[config.mk]
export PLATFORM = sky130hd
export DESIGN_NAME = mem_dp_be
export DESIGN_NICKNAME = d
export VERILOG_FILES = /design/src/rtl/mem_dp_pkg.sv /design/src/rtl/mem_dp_rd_pipe.sv /design/src/rtl/mem_dp_be.sv
export SDC_FILE = /design/constraint.sdc
export NUM_CORES = 1
export LEC_CHECK = 0
export CAP_MARGIN = 20
export CORE_MARGIN = 1
export CORE_UTILIZATION = 45
export CTS_CLUSTER_SIZE = 12
export DETAILED_ROUTE_END_ITERATION = 16
export GPL_TIMING_DRIVEN = 1
export SYNTH_ARGS = -nofsm -noshare
export SYNTH_HDL_FRONTEND = slang
export SYNTH_SLANG_ARGS = --single-unit
[constraint.sdc]
create_clock -name CLK -period 7.3 [get_ports CLK]
set_clock_uncertainty 0.05 [all_clocks]
set_input_delay 2.19 -clock CLK [delete_from_list [all_inputs] [get_ports CLK]]
set_output_delay 2.19 -clock CLK [all_outputs]
set_load 0.02 [all_outputs]
[src/rtl/mem_dp_pkg.sv]
// -----------------------------------------------------------------------------
// mem_dp_pkg
// Shared definitions for the dual-port byte-enable memory:
//   state_t  : init FSM states (IDLE, INIT)
//   RDW_*    : same-address read-during-write policy selectors
//   be_merge : byte-lane merge of an old and a new word under a byte enable
// -----------------------------------------------------------------------------
package mem_dp_pkg;

   typedef enum logic [0:0] {
      IDLE = 1'b0,
      INIT = 1'b1
   } state_t;

   localparam int RDW_OLD = 0;   // read returns the pre-write word
   localparam int RDW_NEW = 1;   // read returns the merged post-write word

   // The merge works on a fixed maximum width so one function serves every
   // DW; callers widen their operands and truncate the result.
   localparam int MERGE_DW = 256;
   localparam int MERGE_BE = MERGE_DW / 8;

   function automatic logic [MERGE_DW-1:0] be_merge(
      input logic [MERGE_DW-1:0] old_word,
      input logic [MERGE_DW-1:0] new_word,
      input logic [MERGE_BE-1:0] be
   );
      logic [MERGE_DW-1:0] merged;
      merged = old_word;
      for (int i = 0; i < MERGE_BE; i++) begin
         if (be[i]) begin
            merged[8*i +: 8] = new_word[8*i +: 8];
         end
      end
      return merged;
   endfunction

endpackage

[src/rtl/mem_dp_rd_pipe.sv]
// -----------------------------------------------------------------------------
// mem_dp_rd_pipe
// LAT-stage register pipe carrying {valid, data} for the read path.
// The last stage only reloads its data when a valid word arrives, so data_o
// holds the most recent read result between reads.
// Ports:
//   clk_i   : clock (posedge)
//   rst_i   : synchronous active-high flush; clears valid and data
//   valid_i : read accepted this cycle
//   data_i  : word read this cycle
//   valid_o : one-cycle pulse when data_o carries a new word
//   data_o  : read data, held between reads
// -----------------------------------------------------------------------------
module mem_dp_rd_pipe #(
   parameter int DW  = 32,
   parameter int LAT = 1
) (
   input  logic          clk_i,
   input  logic          rst_i,
   input  logic          valid_i,
   input  logic [DW-1:0] data_i,
   output logic          valid_o,
   output logic [DW-1:0] data_o
);

   logic [LAT-1:0] valid_q;
   logic [DW-1:0]  data_q [LAT];
   logic [LAT-1:0] valid_d;
   logic [DW-1:0]  data_d [LAT];

   // Stage inputs: stage 0 takes the pipe input, later stages the previous one.
   genvar gi;
   generate
      for (gi = 0; gi < LAT; gi++) begin : g_link
         if (gi == 0) begin : g_head
            assign valid_d[gi] = valid_i;
            assign data_d[gi]  = data_i;
         end else begin : g_chain
            assign valid_d[gi] = valid_q[gi-1];
            assign data_d[gi]  = data_q[gi-1];
         end
      end
   endgenerate

   always_ff @(posedge clk_i) begin
      if (rst_i) begin
         valid_q <= '0;
         for (int i = 0; i < LAT; i++) begin
            data_q[i] <= '0;
         end
      end else begin
         valid_q <= valid_d;
         for (int i = 0; i < LAT; i++) begin
            if (i < LAT-1 || valid_d[i]) begin
               data_q[i] <= data_d[i];
            end
         end
      end
   end

   assign valid_o = valid_q[LAT-1];
   assign data_o  = data_q[LAT-1];

endmodule

[src/rtl/mem_dp_be.sv]
// -----------------------------------------------------------------------------
// mem_dp_be
// Simple dual-port RAM (one write port, one read port) with per-byte write
// enables, 1- or 2-cycle read latency, selectable read-during-write policy,
// out-of-range detection and an optional zero-fill sequence after reset.
// Ports:
//   CLK, RST  : clock (posedge) and synchronous active-high reset
//   write     : write request; wr_addr / data_in / wr_be qualify it
//   read      : read request at rd_addr
//   data_out  : read data, held between reads
//   rd_valid  : one-cycle pulse when data_out carries new read data
//   busy      : zero-fill in progress, all requests ignored
//   addr_err  : one-cycle pulse after any access to an address >= DEPTH
// -----------------------------------------------------------------------------
module mem_dp_be
   import mem_dp_pkg::*;
#(
   parameter int DW            = 32,
   parameter int AW            = 5,
   parameter int DEPTH         = 2**AW,
   parameter int RD_LATENCY    = 1,
   parameter int RDW_MODE      = 0,
   parameter int INIT_ON_RESET = 1
) (
   input  logic              CLK,
   input  logic              RST,
   input  logic              write,
   input  logic [AW-1:0]     wr_addr,
   input  logic [DW-1:0]     data_in,
   input  logic [DW/8-1:0]   wr_be,
   input  logic              read,
   input  logic [AW-1:0]     rd_addr,
   output logic [DW-1:0]     data_out,
   output logic              rd_valid,
   output logic              busy,
   output logic              addr_err
);

   localparam logic [AW:0]   DEPTH_W    = (AW+1)'(DEPTH);
   localparam logic [AW-1:0] LAST_ADDR  = AW'(DEPTH-1);
   localparam bit            RDW_IS_NEW = (RDW_MODE == RDW_NEW);
   localparam bit            INIT_EN    = (INIT_ON_RESET != 0);

   logic [DW-1:0] mem_q [DEPTH];
   state_t        state_q;
   logic [AW-1:0] cnt_q;
   logic          busy_q;
   logic          addr_err_q;

   logic          wr_in_range;
   logic          rd_in_range;
   logic          wr_acc;
   logic          rd_acc;
   logic          rdw_hit;
   logic [DW-1:0] wr_merged;
   logic [DW-1:0] rd_data_d;

   assign wr_in_range = {1'b0, wr_addr} < DEPTH_W;
   assign rd_in_range = {1'b0, rd_addr} < DEPTH_W;
   assign wr_acc      = write && !busy_q && wr_in_range;
   assign rd_acc      = read  && !busy_q && rd_in_range;

   // Word the write port will store: current contents with enabled lanes replaced.
   assign wr_merged = DW'(be_merge(MERGE_DW'(mem_q[wr_addr]), MERGE_DW'(data_in),
                                   MERGE_BE'(wr_be)));

   // In new-data mode a same-address read sees the merged word instead of
   // the array contents, which still hold the pre-write value this cycle.
   assign rdw_hit   = RDW_IS_NEW && wr_acc && (wr_addr == rd_addr);
   assign rd_data_d = rdw_hit ? wr_merged : mem_q[rd_addr];

   // Init FSM: zero-fills one word per cycle, busy drops with the last word.
   always_ff @(posedge CLK) begin
      if (RST) begin
         state_q <= INIT_EN ? INIT : IDLE;
         cnt_q   <= '0;
         busy_q  <= INIT_EN;
      end else begin
         case (state_q)
            INIT: begin
               cnt_q <= cnt_q + 1'b1;
               if (cnt_q == LAST_ADDR) begin
                  state_q <= IDLE;
                  busy_q  <= 1'b0;
                  cnt_q   <= '0;
               end
            end
            default: ;
         endcase
      end
   end

   // Array write port; the reset edge itself never modifies contents.
   always_ff @(posedge CLK) begin
      if (!RST) begin
         if (state_q == INIT) begin
            mem_q[cnt_q] <= '0;
         end else if (wr_acc) begin
            mem_q[wr_addr] <= wr_merged;
         end
      end
   end

   // Both ports out of range in one cycle still give a single pulse.
   always_ff @(posedge CLK) begin
      if (RST) begin
         addr_err_q <= 1'b0;
      end else begin
         addr_err_q <= !busy_q && ((write && !wr_in_range) || (read && !rd_in_range));
      end
   end

   mem_dp_rd_pipe #(
      .DW  (DW),
      .LAT (RD_LATENCY)
   ) u_rd_pipe (
      .clk_i   (CLK),
      .rst_i   (RST),
      .valid_i (rd_acc),
      .data_i  (rd_data_d),
      .valid_o (rd_valid),
      .data_o  (data_out)
   );

   assign busy     = busy_q;
   assign addr_err = addr_err_q;

endmodule

==> metrics <==
outcome finished, final reports clean; Net Switching 2500 uW; share of layout cells above drive strength 1 23.6%; CTS tree done; vias 20600; final setup fails 0; Seq/Total Area, Yosys 76.1%; clk root buf clkbuf_16; final setup TNS 0 ns; die height 307 um; Avg WL per Cell 29.7 um; CTS Buf Count 107; WP data arrival 5.44 ns; number of clock sinks 1064; PostCTS Resize Cnt 0; Area growth, synth to finish 13.9%; Place WS 1.25 ns; Nets 2208; share of power burned in registers 54.3%; final worst slack 2.08 ns; Port Buf Inserts 83; RSZ-0062 raised after global routing no; commonest non-fill, non-tap cells in the layout 1056 x edfxtp_1, 224 x mux4_2, 135 x mux2i_1, 108 x clkbuf_16, 88 x nor2_1; Crit. End Element flip-flop; setup bufs post-CTS 0; Yosys top cell by area edfxtp_1; final period utilization 71.4%; total power 12300 uW; Synth Cell Area 41900 um2; max_slew headroom 24.8%; Required @ worst endpoint 7.52 ns; HPWL after DPL 64100 um; # DRC 0; Worst Setup Start Kind input pin; DRT iter0 DRCs 2396; max cap viols 0; Max Buffers Root-to-Sink 3; number of iterations in the first detailed-routing pass 5; GRT Residual Overflow 0; synthesized instance count 2000; Clock Pin Slew Worst Setup and Hold Paths 0.06 ns; Synth area leaders edfxtp_1 76%, mux4_2 12%, mux2i_1 3.3%, nor3_2 0.96%, nor2_1 0.81%; Routed WL 103000 um; global-route wire length before repair 150000 um; DR top layer met4; Logic pwr share 3.8%; Max Clk Rate 192 MHz; largest net degree at the start of global routing 88; static leakage power 0.0169 uW; I/O pin count 85; Synthesis Warnings 0; initial core utilization 45.5%; number of global-route vias before repair 21200; metal3 WL 7260 um; fin cells 3468; Clk Latency, worst-skew pair 0.68 ns; htree depth 3; syn_nets 2052; n_diodes 0; P_int 9780 uW; Setup CP Type input pin to flip-flop; ANT nets after route 0; Power Density 258 nW/um2; synthesized area per cell 20.9 um2; DIE AREA 94200 um2; max-slew violations 0; actual slew at the worst max-slew pin 1.13 ns; Hold Buf Count CTS 0; core area 91900 um2; Total GRT Usage 22.1%; Synth top area share 75.8%; vias per cell 5.95; Clock power frac 41.9%; Final Critical Period 5.22 ns; Hold Slack 0.595 ns; EDFF count, synth 1056; post-synth cell types 43; die width 307 um; most common cell after layout, fill and taps aside edfxtp_1; # rows 111; global placement routability congestion 0.834; FFs w/ async S/R, synth 0%; Synth Flop Type edfxtp_1; Worst VDD drop 0.165 mV; initial antenna violation count 2; met1 WL 43800 um; placed cells 3274; #FFs+latches synth 1064; Sw Share 20.4%; Fin. Hold Viols 0; DR WL met2 49500 um; HP Class flip-flop to flip-flop; largest fanout on the critical path 18
==> kinds of logic (layout without fill, tap and decap cells) <==
family          count (synthesis)  count (layout)  share of synthesized area, %
fa+ha+maj                       2               2                        0.0598
simple gates                  265             265                          3.66
compound gates                168             168                          3.02
flops                        1064            1064                          76.1
other cells                     1               1                       0.00896
buf+inv                       130             355                          1.48
mux                           370             370                          15.6
==> synth_stat cells, types with 2 or more instances <==
cell       instances
a21o_1             5
a21oi_1            7
a221o_1           32
a221oi_1          23
a22oi_1           32
a31oi_1           33
and2_1             3
and3_1            33
buf_1              5
buf_2             48
buf_4             12
buf_6              2
clkbuf_1          59
dfxtp_1            8
edfxtp_1        1056
ha_1               2
inv_1              3
mux2i_1          136
mux2i_2           10
mux4_2           224
nand2_1           23
nand2b_1          12
nand3_1           10
nand3b_1           4
nor2_1            90
nor2b_1            2
nor3_1            37
nor3_2            40
nor4_1             2
o2111ai_1          9
o21ai_0           25
o21ai_2            2
==> power groups by stage <==
stage / combinational [uW] / sequential (uW) / clock, uW
after floorplan: 283 / 6800 / 0
after global placement: 453 / 6800 / 0
after detailed placement: 461 / 6800 / 0
after CTS: 462 / 6670 / 5220
after global routing: 485 / 6670 / 5460
final: 462 / 6670 / 5150
==> metal layers <==
metal | up-vias | track usage, %
li1 | 8699 | -
met1 | 11000 | 32.0
met2 | 769 | 34.9
met3 | 141 | 3.85
met4 | 0 | 5.99
met5 | - | 0
==> state kept, by name, indices dropped and copies added (netlist names) <==
name / flops
busy: 1
cnt_q: 5
mem_q: 1024
state_q: 1
u_rd_pipe.data_q: 32
u_rd_pipe.valid_o: 1
==> final timing paths <==
check | start | slack [ns] | to | cells after the start
max | write | 2.08 | mem_q[28][1]$_DFFE_PP_ | 7
min reg2reg | cnt_q[4]$_SDFFE_PP0P_ | 0.59 | cnt_q[4]$_SDFFE_PP0P_ | 2
min | cnt_q[4]$_SDFFE_PP0P_ | 0.59 | cnt_q[4]$_SDFFE_PP0P_ | 2
max reg2reg | busy$_SDFFE_PP1P_ | 3.82 | mem_q[28][1]$_DFFE_PP_ | 6
==> critical path, cell delays in order <==
cell and delay (ns):
clkdlybuf4s50_1 0.70, nor4b_4 0.29, buf_4 0.31, nand3_1 0.22, and2_1 0.47, buf_4 0.37
nor3_1 0.85
==> final cells by class <==
cell class | instances | area, um2
clock inverter | 31 | 307
fill | 7259 | 44200
inverter | 3 | 12.5
multi-input combinational | 806 | 9450
timing repair buffer | 174 | 1580
tap | 1243 | 1560
clock buffer | 147 | 2920
sequential | 1064 | 31900
==> per-stage QoR <==
stage	util, %	cell area [um2]
after floorplan	-	41900
after global placement	48.2	44300
after detailed placement	48.2	44300
after CTS	51.7	47600
after global routing	51.9	47700
final	51.9	47700
Power figures use the tool's default switching activity.
